--- src/rtl/s2mm_writer.sv ---
// s2mm_writer: stream-to-memory writer.
// Accepts a (base address, word count) command, consumes a valid/ready word
// stream and issues one registered write per word at incrementing addresses.
// Completion is signalled by a one-cycle done pulse; sticky flags record
// whether the stream packet ended early (err_short) or ran past the count
// (err_long).
//
// Handshakes: every channel (cmd, s, m) transfers on the cycle where
// valid && ready are both high at the rising clock edge. A producer holds
// valid and its payload stable until the transfer happens; ready may depend
// combinationally on the other side's ready (s_ready follows m_ready).
module s2mm_writer #(
    parameter int WORD_WIDTH = 8,
    parameter int ADDR_WIDTH = 16,
    parameter int LEN_WIDTH  = 16
) (
    input  logic                  clk,
    input  logic                  reset_n,
    input  logic                  cmd_valid,
    output logic                  cmd_ready,
    input  logic [ADDR_WIDTH-1:0] cmd_addr,
    input  logic [LEN_WIDTH-1:0]  cmd_len,
    input  logic                  s_valid,
    output logic                  s_ready,
    input  logic [WORD_WIDTH-1:0] s_data,
    input  logic                  s_last,
    output logic                  m_valid,
    input  logic                  m_ready,
    output logic [ADDR_WIDTH-1:0] m_addr,
    output logic [WORD_WIDTH-1:0] m_data,
    output logic                  busy,
    output logic                  done,
    output logic                  err_short,
    output logic                  err_long,
    output logic [LEN_WIDTH-1:0]  words_written,
    output logic [1:0]            state_dbg
);

    typedef enum logic [1:0] {
        ST_IDLE = 2'd0,
        ST_RUN  = 2'd1,
        ST_DONE = 2'd2
    } state_e;

    localparam logic [LEN_WIDTH-1:0]  LEN_ONE  = LEN_WIDTH'(1);
    localparam logic [ADDR_WIDTH-1:0] ADDR_ONE = ADDR_WIDTH'(1);

    state_e                  state_q, state_d;
    logic [ADDR_WIDTH-1:0]   next_addr_q, next_addr_d;
    logic [LEN_WIDTH-1:0]    remaining_q, remaining_d;
    logic                    m_valid_q, m_valid_d;
    logic [ADDR_WIDTH-1:0]   m_addr_q, m_addr_d;
    logic [WORD_WIDTH-1:0]   m_data_q, m_data_d;
    logic                    err_short_q, err_short_d;
    logic                    err_long_q, err_long_d;
    logic [LEN_WIDTH-1:0]    words_written_q, words_written_d;
    logic                    m_accept;
    logic                    s_beat;

    // Next-state, handshake and datapath update logic for the command FSM.
    always_comb begin
        state_d         = state_q;
        next_addr_d     = next_addr_q;
        remaining_d     = remaining_q;
        m_valid_d       = m_valid_q;
        m_addr_d        = m_addr_q;
        m_data_d        = m_data_q;
        err_short_d     = err_short_q;
        err_long_d      = err_long_q;
        words_written_d = words_written_q;
        cmd_ready       = 1'b0;
        s_ready         = 1'b0;
        busy            = 1'b0;
        done            = 1'b0;
        s_beat          = 1'b0;
        m_accept        = m_valid_q && m_ready;

        // Memory acceptances are counted whatever the state; m_valid is only
        // ever high in RUN, so this never races the clear on a new command.
        if (m_accept) begin
            words_written_d = words_written_q + LEN_ONE;
        end

        case (state_q)
            ST_IDLE: begin
                cmd_ready = 1'b1;
                if (cmd_valid) begin
                    next_addr_d     = cmd_addr;
                    remaining_d     = cmd_len;
                    err_short_d     = 1'b0;
                    err_long_d      = 1'b0;
                    words_written_d = '0;
                    state_d         = (cmd_len == '0) ? ST_DONE : ST_RUN;
                end
            end

            ST_RUN: begin
                busy = 1'b1;
                // A new word can only be taken when the output register is
                // empty or being emptied this cycle.
                s_ready = (remaining_q != '0) && (!m_valid_q || m_ready);
                s_beat  = s_valid && s_ready;

                if (m_accept) begin
                    m_valid_d = 1'b0;
                end

                if (s_beat) begin
                    m_valid_d   = 1'b1;
                    m_addr_d    = next_addr_q;
                    m_data_d    = s_data;
                    next_addr_d = next_addr_q + ADDR_ONE;
                    if (s_last && (remaining_q > LEN_ONE)) begin
                        err_short_d = 1'b1;
                        remaining_d = '0;
                    end else begin
                        remaining_d = remaining_q - LEN_ONE;
                    end
                    if ((remaining_q == LEN_ONE) && !s_last) begin
                        err_long_d = 1'b1;
                    end
                end

                // With nothing left to consume, finish once the output
                // register has drained (s_ready is 0 here, so no new beat).
                if ((remaining_q == '0) && (!m_valid_q || m_accept)) begin
                    state_d = ST_DONE;
                end
            end

            ST_DONE: begin
                busy    = 1'b1;
                done    = 1'b1;
                state_d = ST_IDLE;
            end

            default: begin
                state_d = ST_IDLE;
            end
        endcase
    end

    // State and datapath registers; reset drops any in-flight write.
    always_ff @(posedge clk or negedge reset_n) begin
        if (!reset_n) begin
            state_q         <= ST_IDLE;
            next_addr_q     <= '0;
            remaining_q     <= '0;
            m_valid_q       <= 1'b0;
            m_addr_q        <= '0;
            m_data_q        <= '0;
            err_short_q     <= 1'b0;
            err_long_q      <= 1'b0;
            words_written_q <= '0;
        end else begin
            state_q         <= state_d;
            next_addr_q     <= next_addr_d;
            remaining_q     <= remaining_d;
            m_valid_q       <= m_valid_d;
            m_addr_q        <= m_addr_d;
            m_data_q        <= m_data_d;
            err_short_q     <= err_short_d;
            err_long_q      <= err_long_d;
            words_written_q <= words_written_d;
        end
    end

    assign m_valid       = m_valid_q;
    assign m_addr        = m_addr_q;
    assign m_data        = m_data_q;
    assign err_short     = err_short_q;
    assign err_long      = err_long_q;
    assign words_written = words_written_q;
    assign state_dbg     = state_q;

endmodule

--- config.mk ---
export PLATFORM = sky130hd
export DESIGN_NAME = s2mm_writer
export DESIGN_NICKNAME = d
export VERILOG_FILES = /design/src/rtl/s2mm_writer.sv
export SDC_FILE = /design/constraint.sdc
export NUM_CORES = 1
export LEC_CHECK = 0
export CAP_MARGIN = 10
export CORE_MARGIN = 3
export CORE_UTILIZATION = 46
export DETAILED_ROUTE_END_ITERATION = 8
export HOLD_SLACK_MARGIN = 0.1
export PLACE_DENSITY = 0.81
export SLEW_MARGIN = 5
export SYNTH_ARGS = -nofsm -noshare
export SYNTH_HDL_FRONTEND = slang
export SYNTH_SLANG_ARGS = --single-unit
--- constraint.sdc ---
create_clock -name clk -period 2.2 [get_ports clk]
set_input_delay 0.44 -clock clk [delete_from_list [all_inputs] [get_ports clk]]
set_output_delay 0.44 -clock clk [all_outputs]
set_load 0.005 [all_outputs]
==> metrics.cfg, run 1 <==
[synth]
yosysSeqAreaShare_pct=45.3
synth_area_per_cell_um2=9.45
synth_top_family_by_area=simple AND/OR/NAND/NOR gates
synthSimpleGateAreaFrac_pct=21.1
synth_edf_count=0
ys_types=58
yosysWarnings=0
postSynthCellCount=450
synth_flop_cell=dfrtp_1
synth_fp_nets=504
synthAdderAreaFrac_pct=2.35
synthMuxAreaShare_pct=7.65
synthArstFlopShare_pct=100
synth_area_um2=4250
synth_compound_area_share_pct=16.5
synth_seq_cells=77
synth_xor_area_share_pct=2.68

[power]
power.total_mw=7.20
power_frac_clock_pct=16.4
p_switching_mw=2.71
total_leakage_power_nw=2.42
power_density_nw_per_um2=1230
pwr-share-comb_pct=47.6
p_int_mw=4.49
irDropWorstVdd_v=0.000521
switching_share_pct=37.6
seqPwrFrac_pct=35.9

[cts]
clock_latency_ns=0.35
root_buffer=clkbuf_8
cts.clk_slew.worst_paths_ns=0.08
numCtsBuffers=9
cts_tree=done
clk_path_buf_depth=2
h-tree-depth=3
clkSinkCount=77

[detailed_routing]
initialDrtViolationCount=280
routed_wl_um=12000
dr.pass1.iters=6
routed_via_density=5.98
wl_per_cell_um=17.3
final_antenna_net_count=0
vias=4127
drcViolationCount=0

[floorplanning]
pin_count=95
num_rows=34
initial_core_util_pct=48.1
die_w_um=102
die_y_um=102
die_area_um2=10400
core-area_um2=8850

[run_status]
status=finished clean

[place]
gp_congestion=0.920
portBuffers=94
place_area_um2=5570
place_hpwl_um=8630
dp_slack_ns=-0.200
dp_cells=671

[layout]
stdcell_count=690
final_area_um2=5860
nets=631
drive_above_1_share_pct=17.4
postLayoutCoreUtil_pct=66.2
syn2layout_area_growth_pct=37.7
antenna_cells=0
fillers=714

[timing]
maxClockFrequency_mhz=472
layout_setup_ws_ns=0.0814
rsz0062_at_grt=no
whs_ns=0.491
slew_headroom_pct=59.8
slew_viol_final=0
fin_crit_ns=2.12
hold_violations=0
period_share_pct=96.3
setup_viol=0
fin_tns_setup_ns=0
fin_skew_ns=0.00790
tightest_slew_ns=0.598

[global_route]
overflow=0
grt_pass1_vias=4004
grt_usage_pct=23.4
grt_max_degree=41
grt_pass1_wl_um=19300
antenna_found_initial=0

[critical_path]
path_cells=inv_2, ha_2, nor3b_4, and4_4, nor3_2, clkdlybuf4s15_1
slowest_delay_ns=0.40
crit_type=flip-flop to output port
end_kind=output port
cp_data_required_time_ns=1.76
arrival_ns=1.68
reg2regPathDepth=8
cp_max_fo=2
crit_path_start_kind=flip-flop
slowest_stage=dfrtp_1

[hold_path]
hold_depth=1
hold_path_class=flip-flop to flip-flop

[flow_run]
maxCapViolations=0

-- cells by family after synthesis --
family / Yosys count
AND/OR/NAND/NOR: 173
AO/OA/AOI/OAI: 103
flip-flops: 77
buffers and inverters: 47
multiplexers: 29
XOR/XNOR: 13
adder cells (fa/ha/maj): 8
-- power groups by stage --
stage	registers, mW	clock network (mW)	logic (mW)
floorplan	2.45	0	1.81
global placement	2.54	0	3.20
detailed placement	2.57	0	3.31
CTS	2.55	1.19	3.36
global route	2.67	1.26	3.76
finish	2.59	1.18	3.43
-- cell usage after synthesis, drive strengths merged (3+ instances only) --
cell type / instances / share of area, %
a21boi: 3 / 0.53
a21oi: 22 / 2.7
a221o: 7 / 1.6
a31oi: 9 / 1.3
a32oi: 5 / 1.0
and2: 3 / 0.44
and3: 8 / 1.2
and4: 4 / 0.82
buf: 9 / 1.1
clkbuf: 14 / 1.2
dfrtp: 77 / 45
ha: 8 / 2.4
inv: 24 / 2.1
mux2: 25 / 6.7
mux2i: 4 / 0.94
nand2: 45 / 4.0
nand2b: 5 / 0.74
nand3: 22 / 2.6
nand4: 14 / 2.1
nor2: 35 / 3.1
nor3: 13 / 1.6
nor3b: 3 / 0.53
nor4: 13 / 2.8
o211ai: 3 / 0.53
o21ai: 25 / 3.0
o21bai: 3 / 0.53
o221ai: 4 / 0.82
or3: 6 / 0.88
xnor2: 6 / 1.2
xor2: 7 / 1.4
-- cell usage in the layout (no fill, tap or decap), types with 21 or more instances in the layout --
cell type / n
nor2_1: 33
a21oi_1: 21
inv_1: 22
dfrtp_1: 77
mux2_2: 23
buf_4: 40
nand3_1: 22
nand2_1: 45
clkdlybuf4s50_1: 92
o21ai_0: 22
-- path summary, 6_finish.rpt --
kind | from | end | slack [ns]
setup / recovery | remaining_q[0] | s_ready | 0.08
hold / removal | m_addr[13] | m_addr[13] | 0.49
setup reg to reg | remaining_q[0] | next_addr_q[11] | 0.12
hold reg to reg | m_addr[13] | m_addr[13] | 0.49
max in group asynchronous | reset_n | next_addr_q[2] | 1.00
min in group asynchronous | reset_n | words_written[8] | 0.59
-- worst max-delay path, delay by kind of cell, from the launching register on --
kind                       cells  cell delay [ns]
adders and majority gates      1             0.16
buffers and inverters          2             0.27
DFF                            1             0.40
and+or+nand+nor                3             0.50
-- sequential cells by signal (all words and copies together) (netlist names) --
signal and count:
remaining_q 16, err_short 1, next_addr_q 16, state_dbg 2, m_data 8, m_addr 16
words_written 16, m_valid 1, err_long 1
-- layer usage --
layer / vias to the layer above / wire length, µm / global-route usage (%)
met3: 23 / 839 / 3.82
met5: - / 0 / 0
met2: 204 / 5750 / 37.7
met4: 0 / 212 / 9.89
met1: 1999 / 5150 / 31.5
li1: 1901 / - / -
-- layout make-up --
type,instances,area (µm²),area share [%]
Multi-Input combinational cell,326,2170,37.1
Sequential cell,77,1930,32.9
Timing Repair Buffer,139,1320,22.5
Tap cell,108,135,2.31
Clock buffer,11,131,2.24
Inverter,24,90.1,1.54
Clock inverter,5,83.8,1.43
-- what timing repair did --
| action | in CTS | in global routing |
|---|---|---|
| gates cloned | 0 | 0 |
| setup buffers | 1 | 1 |
| pin swaps | 0 | 3 |
| hold buffers | 1 | 0 |
| gates resized for setup | 4 | 13 |
| hold endpoints to repair | 37 | 0 |
| endpoints found under the setup margin | 2 | 42 |
Power figures use the tool's default switching activity.
==> run 2: changes to the inputs <==
--- a/config.mk
+++ b/config.mk
@@ -6,7 +6,7 @@
 export NUM_CORES = 1
 export LEC_CHECK = 0
 export CAP_MARGIN = 10
-export CORE_MARGIN = 3
+export CORE_MARGIN = 4
 export CORE_UTILIZATION = 46
 export DETAILED_ROUTE_END_ITERATION = 8
 export HOLD_SLACK_MARGIN = 0.1
==> run 2 against run 1 <==
  * Clock power is essentially flat
  * Clock skew is 0.0032 ns higher
  * Highest routed layer unchanged
  * Largest power group unchanged
  * Critical path depth unchanged
  * Power is 0.41% higher
  * Via count down 1.6%
  * Non-clock buffer count is 6 higher
  * Die area grew 4.0%
  * Sequential power about the same
  * Critical path type unchanged
  * Maximum frequency shrank 2.2%
  * Cell count grew 0.87%
  * Largest cell class unchanged
  * Combinational power up 1%
  * Design area up 0.81%
==> metrics.cfg, run 2 (synthesis results as in run 1) <==
[timing]
fin_skew_ns=0.0111
rsz0062_at_grt=yes
slew_viol_final=0
slew_headroom_pct=66.8
fin_crit_ns=2.17
tightest_slew_ns=0.498
hold_violations=0
maxClockFrequency_mhz=462
period_share_pct=98.4
setup_viol=0

[floorplanning]
pin_count=95
num_rows=34
die_y_um=104
die_area_um2=10900
initial_core_util_pct=48.1
die_w_um=104
core-area_um2=8850

[critical_path]
arrival_ns=1.73
cp_data_required_time_ns=1.76
crit_type=flip-flop to output port
critPathLaunch=remaining_q[1]
end_kind=output port
r2r_end=next_addr_q[11]
ff2ff_setup_slack_ns=0.11
reg2regPathDepth=8
cp_max_fo=2
crit-reg2reg-launch=remaining_q[0]
crit_path_start_kind=flip-flop
worstSetupEndpoint=s_ready

[cts]
h-tree-depth=3
cts_tree=done
clkSinkCount=77
clk_path_buf_depth=2
clock_latency_ns=0.36
cts.clk_slew.worst_paths_ns=0.08
numCtsBuffers=9
root_buffer=clkbuf_8

[layout]
postLayoutCoreUtil_pct=66.8
layout_commonest_cell=clkdlybuf4s50_1
stdcell_count=696
drive_above_1_share_pct=18.4
final_cell_mix=92 x clkdlybuf4s50_1, 76 x dfrtp_1, 46 x buf_4
syn2layout_area_growth_pct=38.9
antenna_cells=0
fillers=720
nets=637

[detailed_routing]
vias=4063
wl_per_cell_um=17.2
initialDrtViolationCount=259
routed_via_density=5.84
dr.pass1.iters=7
final_antenna_net_count=0
routed_wl_um=12000
drcViolationCount=0

[hold_path]
hold_path_class=flip-flop to flip-flop

[global_route]
grt_usage_pct=22.5
overflow=0
grt_max_degree=44
grt_pass1_vias=3948
grt_pass1_wl_um=20100
antenna_found_initial=0

[power]
power_frac_clock_pct=16.5
pwr-share-comb_pct=48.1
switching_share_pct=37.4
p_switching_mw=2.70
irDropWorstVdd_v=0.000531
p_int_mw=4.53
seqPwrFrac_pct=35.4
power_density_nw_per_um2=1220
total_leakage_power_nw=2.45

[place]
place_hpwl_um=8800
dp_cells=678
gp_congestion=0.897
portBuffers=94

[flow_run]
maxCapViolations=0

[run_status]
status=finished clean

==> run 2: cell types whose count changed in the layout (fill, tap and decap cells not counted), sizes merged <==
cell | previous run | this run
clkdlybuf4s15 | 1 | 0
dlygate4sd2 | 0 | 1
buf | 45 | 51
==> run 2: cell type report <==
type	count	area, µm²	share of cell area, %
flip-flops and latches	77	1930	32.6
well taps	108	135	2.29
clock inverters	5	83.8	1.42
repair buffers	145	1360	23.0
inverters	24	90.1	1.53
multi-input cells	326	2180	36.9
clock buffers	11	131	2.22
==> run 2: timing repair <==
item,in CTS,in global routing
endpoints found under the setup margin,2,15
pin swaps,0,0
buffers inserted,1,0
gates resized for setup,5,10
endpoints found under the hold margin,34,0
hold buffers,1,0
gates cloned,0,0
==> run 2: worst min-delay path by stage <==
stage	start	to	slack [ns]	cells past startpoint
floorplan	reset_n	err_long	0.14	0
global placement	reset_n	words_written[7]	0.43	1
detailed placement	reset_n	words_written[7]	0.44	1
CTS	err_short	err_short	0.51	2
global route	err_short	err_short	0.52	2
finish	err_short	err_short	0.50	2
==> run 2: power by group through the flow <==
stage	Combinational, mW	Sequential (mW)	Clock (mW)
after CTS	3.41	2.54	1.22
after detailed placement	3.37	2.55	0
final	3.48	2.56	1.19
after floorplan	1.81	2.45	0
after global placement	3.29	2.53	0
after global routing	3.82	2.65	1.27
==> run 2: metal layers <==
metal  GRT usage [%]  vias up  part of all wire (%)
met4            7.50        0                   1.9
met2            35.8      170                    47
met3            4.03       27                   5.7
met1            31.2     1952                    45
met5               0        -                     0
li1                -     1914                     -
==> run 2: through the flow <==
stage / hold slack [ns] / worst slack, ns / setup TNS [ns] / cell area, µm² / total power [mW]
floorplan: 0.144 / 0.0921 / 0 / 4250 / 4.26
global placement: 0.432 / -0.0720 / -0.108 / 5620 / 5.81
detailed placement: 0.441 / -0.154 / -0.430 / 5620 / 5.92
CTS: 0.505 / 0.00538 / 0 / 5870 / 7.17
global route: 0.520 / -0.0216 / -0.0216 / 5910 / 7.73
finish: 0.500 / 0.0348 / 0 / 5910 / 7.23
==> run 2: worst max-delay path, stage by stage, from the launching register on <==
cell	delay, ns
dfrtp_1	0.38
inv_1	0.08
ha_1	0.14
nor3b_2	0.20
and4_4	0.26
nor3_2	0.04
dlygate4sd2_1	0.27
